<file path="config.mk">
export PLATFORM = sky130hd
export DESIGN_NAME = vga_pattern_sequencer
export DESIGN_NICKNAME = d
export VERILOG_FILES = /design/src/rtl/vga_pattern_sequencer.sv
export SDC_FILE = /design/constraint.sdc
export NUM_CORES = 1
export LEC_CHECK = 0
export ABC_AREA = 1
export CAP_MARGIN = 0
export CORE_AREA = 2 2 99 91
export CTS_CLUSTER_DIAMETER = 30
export DETAILED_ROUTE_END_ITERATION = 16
export DIE_AREA = 0 0 101 93
export PLACE_DENSITY = 0.85
export REMOVE_ABC_BUFFERS = 1
export SETUP_SLACK_MARGIN = 0.2
export SYNTH_ARGS = -nofsm -noshare
export SYNTH_HDL_FRONTEND = slang
export SYNTH_SLANG_ARGS = --single-unit
</file>
<file path="constraint.sdc">
create_clock -name i_clk -period 9.65 [get_ports i_clk]
set_input_delay 0.965 -clock i_clk [delete_from_list [all_inputs] [get_ports i_clk]]
set_output_delay 0.965 -clock i_clk [all_outputs]
set_load 0.02 [all_outputs]
</file>
<file path="src/rtl/vga_pattern_sequencer.sv">
// Chooses the VGA test pattern from next/prev pulses or an auto-cycle dwell timer.
// Pattern changes only take effect at the first cycle of vertical blanking.
module vga_pattern_sequencer #(
    parameter int          V_VISIBLE     = 480,
    parameter logic [15:0] ENABLE_MASK   = 16'h0042,
    parameter int          RESET_PATTERN = 1,
    parameter int          DWELL_FRAMES  = 60
) (
    input  logic       i_clk,
    input  logic       i_rst,
    input  logic [9:0] i_hpos,
    input  logic [9:0] i_vpos,
    input  logic       i_next,
    input  logic       i_prev,
    input  logic       i_auto_toggle,
    output logic [3:0] o_pattern,
    output logic       o_auto,
    output logic       o_frame_tick
);

    localparam int DW = $clog2(DWELL_FRAMES) + 1;

    // Preferred reset pattern if enabled, else lowest enabled index, else 0.
    function automatic logic [3:0] reset_pick(input logic [15:0] mask, input int rp);
        logic [3:0] pick;
        pick = 4'd0;
        for (int i = 15; i >= 1; i--) begin
            if (mask[i]) pick = 4'(i);
        end
        if (rp >= 1 && rp <= 15) begin
            if (mask[rp]) pick = 4'(rp);
        end
        return pick;
    endfunction

    localparam logic [3:0] RESET_VALUE = reset_pick(ENABLE_MASK, RESET_PATTERN);

    typedef enum logic [1:0] {
        PEND_NONE = 2'd0,
        PEND_NEXT = 2'd1,
        PEND_PREV = 2'd2
    } pend_t;

    pend_t          pending_reg;
    logic [DW-1:0]  dwell_reg;
    logic           cond_q;
    logic           cond;
    logic           tick;
    logic [3:0]     up_next;
    logic [3:0]     dn_next;
    logic [4:0]     dn_base;
    logic [3:0]     up_cand [1:15];
    logic [3:0]     dn_cand [1:15];

    assign cond = (i_hpos == 10'd0) && (i_vpos == 10'(V_VISIBLE));
    assign tick = cond && !cond_q;

    // Treat 0 as 16 going down so a search from 0 starts at 15.
    assign dn_base = (o_pattern == 4'd0) ? 5'd16 : {1'b0, o_pattern};

    // Candidate gi is gi steps away from the current pattern on the 1..15 ring.
    genvar gi;
    generate
        for (gi = 1; gi < 16; gi++) begin : g_cand
            logic [4:0] up_sum;
            assign up_sum      = {1'b0, o_pattern} + 5'(gi);
            assign up_cand[gi] = (up_sum > 5'd15) ? 4'(up_sum - 5'd15) : up_sum[3:0];
            assign dn_cand[gi] = (dn_base > 5'(gi)) ? 4'(dn_base - 5'(gi))
                                                    : 4'(dn_base + 5'd15 - 5'(gi));
        end
    endgenerate

    // Nearest enabled candidate wins; with none enabled the pattern is kept.
    always_comb begin
        up_next = o_pattern;
        dn_next = o_pattern;
        for (int k = 15; k >= 1; k--) begin
            if (ENABLE_MASK[up_cand[k]]) up_next = up_cand[k];
            if (ENABLE_MASK[dn_cand[k]]) dn_next = dn_cand[k];
        end
    end

    always_ff @(posedge i_clk or posedge i_rst) begin
        if (i_rst) begin
            o_pattern    <= RESET_VALUE;
            o_auto       <= 1'b0;
            o_frame_tick <= 1'b0;
            pending_reg  <= PEND_NONE;
            dwell_reg    <= '0;
            cond_q       <= 1'b0;
        end else begin
            cond_q       <= cond;
            o_frame_tick <= tick;
            if (tick) begin
                pending_reg <= PEND_NONE;
                case (pending_reg)
                    PEND_NEXT: begin
                        o_pattern <= up_next;
                        dwell_reg <= '0;
                    end
                    PEND_PREV: begin
                        o_pattern <= dn_next;
                        dwell_reg <= '0;
                    end
                    default: begin
                        if (o_auto) begin
                            if (dwell_reg == DW'(DWELL_FRAMES - 1)) begin
                                o_pattern <= up_next;
                                dwell_reg <= '0;
                            end else begin
                                dwell_reg <= dwell_reg + 1'b1;
                            end
                        end else begin
                            dwell_reg <= '0;
                        end
                    end
                endcase
            end
            // A request in the tick cycle is kept for the following frame.
            if (i_next ^ i_prev) pending_reg <= i_next ? PEND_NEXT : PEND_PREV;
            if (i_auto_toggle) begin
                o_auto    <= ~o_auto;
                dwell_reg <= '0;
            end
        end
    end

endmodule
</file>
# --- After elaboration in Yosys (flattened, before gate mapping) ---
# Memory sizes are Yosys's and may differ from the RTL's.
# Cells that the tools add are included.
# Widths: inputs -> output; s select.
word_totals:
  register_bits: 16
  mem_bits_ro: 480
  input_bits: 25
  out_inout_bits: 6
  elab_cells: 278
  mem_count: 30
op_classes:
  n_addsub: 62
  n_lt_le_gt_ge: 60
  eq_ne: 5
  muxes: 102
  bitwise: 2
  n_reduce_logical: 11
memory_table:
  columns: ["name", "words", "width", "rd", "rd_clocked_by_memory_dff", "wr", "line", "rtl"]
  rows:
  - ["(name not given)", 16, 1, 1, 0, 0, "79", "if (ENABLE_MASK[dn_cand[k]]) dn_next = dn_cand[k];"]
  - ["(name not given)", 16, 1, 1, 0, 0, "78", "if (ENABLE_MASK[up_cand[k]]) up_next = up_cand[k];"]
  - ["(name not given)", 16, 1, 1, 0, 0, "79", null]
  - ["(name not given)", 16, 1, 1, 0, 0, "78", null]
  - ["(name not given)", 16, 1, 1, 0, 0, "79", null]
  - ["(name not given)", 16, 1, 1, 0, 0, "78", null]
  - ["24 more memories", null, null, null, null, null, null, null]
ops:
  columns: ["operator", "n"]
  rows:
  - ["$mux 4", 62]
  - ["$lt 4x5->1 const B", 30]
  - ["$sub 4x4->4 const B", 31]
  - ["$gt 5x4->1 const B", 23]
  - ["$add 4x4->5 const B", 8]
  - ["$mux 7", 5]
  - ["$sub 4x3->4 const B", 8]
  - ["$mux 1", 30]
  - ["$add 4x3->5 const B", 4]
  - ["$gt 5x3->1 const B", 4]
  - ["$ne 16x16->1 const B", 1]
  - ["$sub 4x2->4 const B", 4]
  - ["$add 4x2->5 const B", 2]
  - ["$eq 10x9->1 const B", 1]
  - ["$gt 5x2->1 const B", 2]
  - ["$logic_not 10->1", 1]
  - ["$pmux 4 s2", 1]
  - ["$sub 4x1->4 const B", 2]
  - ["$add 7x1->7 const B", 1]
  - ["$eq 7x6->1 const B", 1]
  - ["$mux 2", 3]
  - ["$reduce_bool 3->1", 2]
  - ["$add 4x1->5 const B", 1]
  - ["$gt 5x1->1 const B", 1]
  - ["other kinds (12)", 14]

# --- Logic depth before layout (Yosys ltp) ---
# Gate-level depths: netlist of run 1.
depth:
  depth_word: 23
  mapped_depth: 43
  ltp_nobuf: 40

# --- Least setup slack after synthesis of run 1 ---
# OpenSTA, ideal clock, no wires.
synth_timing:
  kind: "register -> register"
  startpoint: "reg o_pattern[0]"
  endpoint: "reg o_pattern[3]"
  setup_ns: 0.124
  arrival_ns: 3.715
  t_required_ns: 9.526
  slack_ns: 5.811
  stages_incl_launch_ff: 24
  n_path_buf: 4
  period_less_slack_ns: 3.839
  cell_sequence: "dfstp_2 -> buf_6 -> inv_2 -> buf_4 -> ha_1 -> inv_1 -> clkbuf_1 -> clkbuf_1 -> nand2_1 -> o21ai_0 -> inv_1 -> ha_1 -> xor2_1 -> nor3_1 -> nor2_1 -> nand3_1 -> nor3_1 -> nand3_1 -> nor4_1 -> inv_1 -> nand4_2 -> inv_2 -> nand2_1 -> o21ai_1"
synth_via:
  elab_chain_cells: 23
  word_cells_on_any_way: 218
  cone_classes: "add/sub: 61; order compare: 30; eq/ne: 1; mux: 94; reduce/logical: 2; memory: 30"
synth_rtl:
  columns: ["element", "line", "rtl"]
  rows:
  - ["from (decl)", "16", "output logic [3:0] o_pattern,"]
  - ["from (signal assigned)", "98", "o_pattern <= up_next;"]
  - ["from (signal assigned)", "102", "o_pattern <= dn_next;"]
  - ["from (signal assigned)", "108", "o_pattern <= up_next;"]
  - ["$add 4x4->5", "66", "assign up_sum = {1'b0, o_pattern} + 5'(gi);"]
  - ["$sub 4x4->4 / $gt 5x4->1 (equally long branches)", "67", "assign up_cand[gi] = (up_sum > 5'd15) ? 4'(up_sum - 5'd15) : up_sum[3:0];"]
  - ["$mux 4", "67", null]
  - ["$mem_v2 16x1", null, null]
  - ["$mux 1 (not written as such)", "78", null]
  - ["$mux 4 (15 in series)", "78", null]
  - ["$mux 4", "107", "if (dwell_reg == DW'(DWELL_FRAMES - 1)) begin"]
  - ["$mux 4", "106", "if (o_auto) begin"]
  - ["$pmux 4 s2", "96", "case (pending_reg)"]
# Parallel ways exist; a longest one is shown, timed or not. The select of a mux whose other input is x is not followed.
# A chain may end at the register's enable or synchronous reset.

# --- Worst setup path in the final report of run 1 ---
layout_timing:
  startpoint: "reg o_pattern[0]"
  endpoint: "reg o_pattern[2]"
# The elaborated chain is that of the path after synthesis.

==> results.md, run 1 <==
| Metric | This run |
|---|---|
| CP max FO | 30 |
| Wire length reported by the detailed router | 14600 um |
| Largest voltage drop on the vdd net | 0.0988 mV |
| DRC errors left | 0 |
| Setup TNS | 0 ns |
| Number of DRC violations after detailed-routing iteration 0 | 524 |
| Register area share after synthesis | 7.36% |
| Total Nets Final | 1023 |
| Delay of the slowest critical-path stage | 0.97 ns |
| Critical Path Source Type | flip-flop |
| DR vias | 5895 |
| Slack of the critical path | 4.31 ns |
| Depth of the worst hold-timing path | 1 |
| Cell area after synthesis | 5460 um^2 |
| Number of register bits inferred by synthesis | 16 |
| Largest cells by area after synthesis | nand2_1, ha_1, inv_1, dfrtp_1, o21ai_0 |
| Relative area change from synthesis to final layout | 6.35% |
| Leakage power | 2.95 nW |
| Post-layout min period | 5.34 ns |
| Synthesized area per cell | 5.87 um^2 |
| X dimension of the die | 101 um |
| Switching power | 47.7 uW |
| Number of synthesized flops with an enable pin | 0 |
| Endpoint required time on the critical path | 9.79 ns |
| Pin count of the biggest net entering global routing | 31 |
| Data arrival at the endpoint of the critical path | 5.48 ns |
| Overall overflow remaining after global route | 0 |
| Relative contribution of sequential cells to total power | 45.0% |
| Switching Fraction | 28.3% |
| Sequential cell area | 402 um^2 |
| Critical Setup Path Class | reg -> reg |
| Routed WL per cell | 13.9 um |
| H-tree levels | 1 |
| Footprint of the multi-input gates | 4400 um^2 |
| Library cell with the highest instance count after synthesis | nand2_1 |
| Iteration count of the initial detailed-routing pass | 5 |
| Comb pwr share | 23.8% |
| Antenna Diode Count | 0 |
| Setup violation total in the final timing report | 0 |
| Post-DP HPWL | 11600 um |
| Logic depth of the worst register-to-register path | 37 |
| Most common flop cell mapped by yosys | dfrtp_1 |
| First-pass GRT wire length | 24200 um |
| Clk pwr share | 31.2% |
| Most common library cells after synthesis | nand2_1, inv_1, o21ai_0 |
| Final hold vios | 0 |
| Core Footprint | 8410 um^2 |
| Chip height | 93 um |
| Power per Cell Area | 29.1 nW/um^2 |
| GRT Total Usage | 31.6% |
| Deepest clock path buffer count | 2 |
| Clock buffer count from CTS | 3 |
| HP Class | reg -> reg |
| CTS Hold Bufs | 0 |
| Count of cells resized by post-cts repair | 0 |
| Synth area leader | nand2_1 |
| Cell internal power dissipation | 121 uW |
| Ratio of cells with drive above 1 in the final layout | 9.40% |
| Buffers on Ports | 30 |
| Initial cell density of the core | 64.9% |
| Flip-flop count of the largest register, all copies and words added | 7 |
| DP Worst Slack | 4.51 ns |
| Status | completed |
| # IOs | 31 |
| Count of buffers added by post-CTS timing repair for setup | 0 |
| Vias in the first global route | 5113 |
| Slew of the pin with the lowest slew margin | 0.905 ns |
| Top achievable clock speed | 187 MHz |
| Cell Rows | 32 |
| Clock-pin slew of the registers on the worst-case setup and hold paths | 0.06 ns |
| Critical path's most frequent cell | nand2_1 |
| Drt via density | 5.62 |
| Clock sink count | 16 |
| Cell count after synthesis | 930 |
| Synth async-reset ratio | 100% |
| Final count of pins violating max slew | 0 |
| Library cell contributing the largest single delay on the critical path | dfstp_2 |
| Tightest slew margin relative to the limit | 39.7% |
| Post-route fraction of the period consumed by the critical path | 55.4% |
| TritonCTS clock tree | done |
| Critical Path End Type | flip-flop |
| Yosys synthesis warning count | 0 |
| Yosys cell types | 62 |
| Number of fill cells in the layout | 801 |
| Fraction of post-synthesis cell area in the top cell type by area | 20.4% |
| Clock latency on the worst-skew pair | 0.26 ns |
| Count of antenna-violating nets left after detailed routing | 0 |
| Root buffer cell | clkbuf_8 |
| Placer congestion estimate | 1.09 |
| Max Clock Skew | 0.00579 ns |
| Overall die area | 9390 um^2 |
| Number of max-cap violations | 0 |
| RSZ-0062 raised after global routing | no |
| Initial antenna violation count | 0 |
-- power groups by stage --
stage	registers (mW)	logic [mW]	clock network, mW
floorplan	0.0789	0.0186	0
global placement	0.0770	0.0397	0
detailed placement	0.0771	0.0400	0
CTS	0.0759	0.0404	0.0546
global route	0.0768	0.0458	0.0559
finish	0.0760	0.0401	0.0526
-- layout by cell type, fill, tap and decap left out, types with 3 or more instances in the layout --
cell type / n
nand2_1: 296
inv_1: 117
o21ai_0: 61
nor2_1: 58
ha_1: 50
nand3_1: 48
xor2_1: 34
a21oi_1: 33
clkdlybuf4s50_1: 30
o21ai_1: 25
inv_2: 18
nor3_1: 17
dfrtp_1: 15
nand2_2: 11
o21ai_2: 10
nand4_1: 9
xnor2_1: 8
nor2_2: 7
nor4_1: 7
xor2_2: 6
nand3b_1: 6
nand2_4: 5
nor2_4: 5
a31oi_1: 5
o211ai_1: 5
o21a_1: 4
o21ai_4: 3
clkinv_1: 3
and2_1: 3
o31ai_1: 3
or2_2: 3
a21oi_2: 3
clkbuf_8: 3
-- kinds of logic (layout without fill, tap and decap cells) --
| kind of cell | Yosys count | after routing | share of synthesized area (%) |
|---|---|---|---|
| compound gates | 172 | 172 | 20.1 |
| buf+inv | 156 | 173 | 11.9 |
| mux | 2 | 2 | 0.367 |
| fa+ha+maj | 50 | 50 | 11.5 |
| xor+xnor | 48 | 48 | 8.53 |
| simple gates | 486 | 486 | 40.2 |
| flops | 16 | 16 | 7.36 |
-- area by class of cell --
| class | instances | share of cell area, % |
|---|---|---|
| Multi-Input combinational cell | 758 | 75.9 |
| Inverter | 139 | 9.03 |
| Sequential cell | 16 | 6.92 |
| Timing Repair Buffer | 30 | 5.17 |
| Tap cell | 102 | 2.20 |
| Clock buffer | 4 | 0.776 |
-- worst max-delay path: cells and delay by family (launching register included) --
family	cells	cell delay (ns)
and+or+nand+nor	32	2.15
adders and majority gates	2	1.09
DFF	1	0.97
buffers and inverters	3	0.95
-- worst paths after layout --
kind	start	endpoint	slack, ns
setup / recovery	o_pattern[0]$_DFFE_PP1P_	o_pattern[2]$_DFFE_PP0P_	4.31
hold / removal	cond_q$_DFF_PP0_	o_frame_tick$_DFF_PP0_	0.49
setup reg to reg	o_pattern[0]$_DFFE_PP1P_	o_pattern[2]$_DFFE_PP0P_	4.31
hold reg to reg	cond_q$_DFF_PP0_	o_frame_tick$_DFF_PP0_	0.49
max in group asynchronous	i_rst	o_pattern[3]$_DFFE_PP0P_	8.19
min in group asynchronous	i_rst	o_auto$_DFFE_PP0P_	1.07
-- through the flow --
step	util, %	cells	power [mW]	hold slack, ns	cell area (um^2)
after global placement	68.5	1045	0.117	0.473	5760
after global routing	69.0	1049	0.178	0.553	5800
after floorplan	-	913	0.0974	0.434	5330
final	69.0	1049	0.169	0.489	5800
after CTS	69.0	1049	0.171	0.490	5800
after detailed placement	68.5	1045	0.117	0.466	5760
-- metal layers --
layer / track usage [%] / routed length (um) / up-vias / share of wire [%]
met1: 45.1 / 6700 / 2549 / 46
li1: - / - / 3053 / -
met3: 7.17 / 1560 / 29 / 11
met4: 7.88 / 285 / 0 / 2.0
met2: 48.1 / 6060 / 264 / 41
met5: 0 / 0 / - / 0
Note: power is estimated with default switching activity, not from simulation.
==> run 2, diff against run 1 <==
--- a/config.mk
+++ b/config.mk
@@ -7,11 +7,11 @@
 export LEC_CHECK = 0
 export ABC_AREA = 1
 export CAP_MARGIN = 0
-export CORE_AREA = 2 2 99 91
+export CORE_AREA = 2 2 107 98
 export CTS_CLUSTER_DIAMETER = 30
 export DETAILED_ROUTE_END_ITERATION = 16
-export DIE_AREA = 0 0 101 93
-export PLACE_DENSITY = 0.85
+export DIE_AREA = 0 0 109 100
+export PLACE_DENSITY = 0.77
 export REMOVE_ABC_BUFFERS = 1
 export SETUP_SLACK_MARGIN = 0.2
 export SYNTH_ARGS = -nofsm -noshare
==> constraint.sdc (replaced) <==
create_clock -name i_clk -period 4.83 [get_ports i_clk]
set_input_delay 0.483 -clock i_clk [delete_from_list [all_inputs] [get_ports i_clk]]
set_output_delay 0.483 -clock i_clk [all_outputs]
set_load 0.02 [all_outputs]
==> results.md, run 2 (synthesis gave the netlist of run 1 again) <==
| Metric | This run |
|---|---|
| Logic depth of the worst register-to-register path | 34 |
| Commonest cells after routing, fill and taps aside | nand2_1, inv_1, o21ai_0 |
| Buffers on Ports | 30 |
| Drt via density | 5.57 |
| Hold WS | 0.474 ns |
| Overall die area | 10900 um^2 |
| Data arrival at the endpoint of the critical path | 4.34 ns |
| Setup violation total in the final timing report | 0 |
| Max Clock Skew | 0.00662 ns |
| X dimension of the die | 109 um |
| Chip height | 100 um |
| Largest voltage drop on the vdd net | 0.236 mV |
| Cell Rows | 35 |
| Count of buffers added by post-CTS timing repair for setup | 0 |
| Total chip power | 339 uW |
| Critical Path Source Type | flip-flop |
| H-tree levels | 1 |
| Number of fill cells in the layout | 995 |
| RSZ-0062 raised after global routing | no |
| Initial cell density of the core | 54.9% |
| Status | completed |
| CTS Hold Bufs | 0 |
| Clock latency on the worst-skew pair | 0.26 ns |
| Placer congestion estimate | 0.956 |
| Power per Cell Area | 57.4 nW/um^2 |
| Critical Setup Path Class | reg -> reg |
| Delay of the slowest critical-path stage | 0.53 ns |
| Worst R2R Start | o_pattern[0]$_DFFE_PP1P_ |
| GRT Total Usage | 29.4% |
| Pin count of the biggest net entering global routing | 30 |
| Root buffer cell | clkbuf_8 |
| Ratio of cells with drive above 1 in the final layout | 10.4% |
| Most common cell after layout, fill and taps aside | nand2_1 |
| HP Class | reg -> reg |
| Top achievable clock speed | 239 MHz |
| Count of antenna-violating nets left after detailed routing | 0 |
| Overall overflow remaining after global route | 0 |
| Post-DP HPWL | 12100 um |
| Leakage power | 3.00 nW |
| Clock sink count | 16 |
| Sequential cell area | 402 um^2 |
| Wire length reported by the detailed router | 15300 um |
| CP max FO | 17 |
| Worst Setup EP | o_pattern[1]$_DFFE_PP0P_ |
| Reg2Reg Capture Point | o_pattern[1]$_DFFE_PP0P_ |
| Count of cells resized by post-cts repair | 0 |
| Footprint of the multi-input gates | 4410 um^2 |
| Slew of the pin with the lowest slew margin | 0.582 ns |
| Vias in the first global route | 5351 |
| TritonCTS clock tree | done |
| Library cell contributing the largest single delay on the critical path | dfstp_2 |
| Start point of the critical path | o_pattern[0]$_DFFE_PP1P_ |
| Antenna Diode Count | 0 |
| Number of max-cap violations | 0 |
| Post-route fraction of the period consumed by the critical path | 86.7% |
| R2R Setup Slk | 0.64 ns |
| Setup TNS | 0 ns |
| Total Nets Final | 1033 |
| Final hold vios | 0 |
| Initial antenna violation count | 0 |
| First-pass GRT wire length | 26000 um |
| Flip-flop count of the largest register, all copies and words added | 7 |
| Clock buffer count from CTS | 3 |
| DR vias | 6050 |
| Clock-pin slew of the registers on the worst-case setup and hold paths | 0.06 ns |
| Final count of pins violating max slew | 0 |
| DRC errors left | 0 |
| # IOs | 31 |
| Tightest slew margin relative to the limit | 61.2% |
| Core Footprint | 9940 um^2 |
| Critical Path End Type | flip-flop |
| Number of DRC violations after detailed-routing iteration 0 | 497 |
| Post-layout min period | 4.19 ns |
| Iteration count of the initial detailed-routing pass | 5 |
| Endpoint required time on the critical path | 4.98 ns |
| Critical path's most frequent cell | nand2_1 |
| Relative area change from synthesis to final layout | 8.39% |
| Routed WL per cell | 14.1 um |
| Deepest clock path buffer count | 2 |
| Worst hold start | cond_q$_DFF_PP0_ |
run 2: cell types whose count changed in the layout (fill, tap and decap cells not counted):
cell and change:
ha_2 +1, buf_4 +10, ha_1 -1
run 2: area by class of cell:
cell class	instances	share of cell area [%]
well taps	129	2.73
clock buffers	4	0.762
repair buffers	40	6.35
multi-input cells	758	74.5
flip-flops and latches	16	6.79
inverters	139	8.86
run 2: worst max-delay path, delay by kind of cell, from the launching register on:
kind / cells / cell delay, ns
buf+inv: 2 / 0.24
compound gates: 1 / 0.11
fa+ha+maj: 2 / 0.54
simple gates: 29 / 2.62
flops: 1 / 0.53
run 2: worst min-delay path by stage:
stage                                         to  slack [ns]  depth (start not counted)
final                     o_frame_tick$_DFF_PP0_        0.47                          1
after floorplan                 cond_q$_DFF_PP0_        0.40                          1
after global routing      o_frame_tick$_DFF_PP0_        0.51                          1
after detailed placement  o_frame_tick$_DFF_PP0_        0.47                          1
after CTS                 o_frame_tick$_DFF_PP0_        0.48                          1
after global placement    o_frame_tick$_DFF_PP0_        0.47                          1
run 2: metal layers:
metal / wire, um / GRT usage [%] / vias to the layer above
li1: - / - / 3069
met1: 7260 / 44.3 / 2676
met2: 6380 / 44.8 / 273
met3: 1330 / 2.27 / 32
met4: 373 / 7.89 / 0
met5: 0 / 0 / -
run 2: report_power, final:
group	internal [mW]	switching (mW)
registers	0.143	0.00831
logic	0.0399	0.0409
clock network	0.0586	0.0483
total	0.242	0.0975
run 2: stage by stage:
stage | setup slack, ns | std cells | utilization, % | instance area, um^2
CTS | 0.609 | 1086 | 59.5 | 5910
global placement | 0.636 | 1082 | 59.0 | 5870
finish | 0.640 | 1086 | 59.5 | 5910
floorplan | 0.668 | 913 | - | 5330
global route | 0.315 | 1086 | 59.5 | 5910
detailed placement | 0.617 | 1082 | 59.0 | 5870
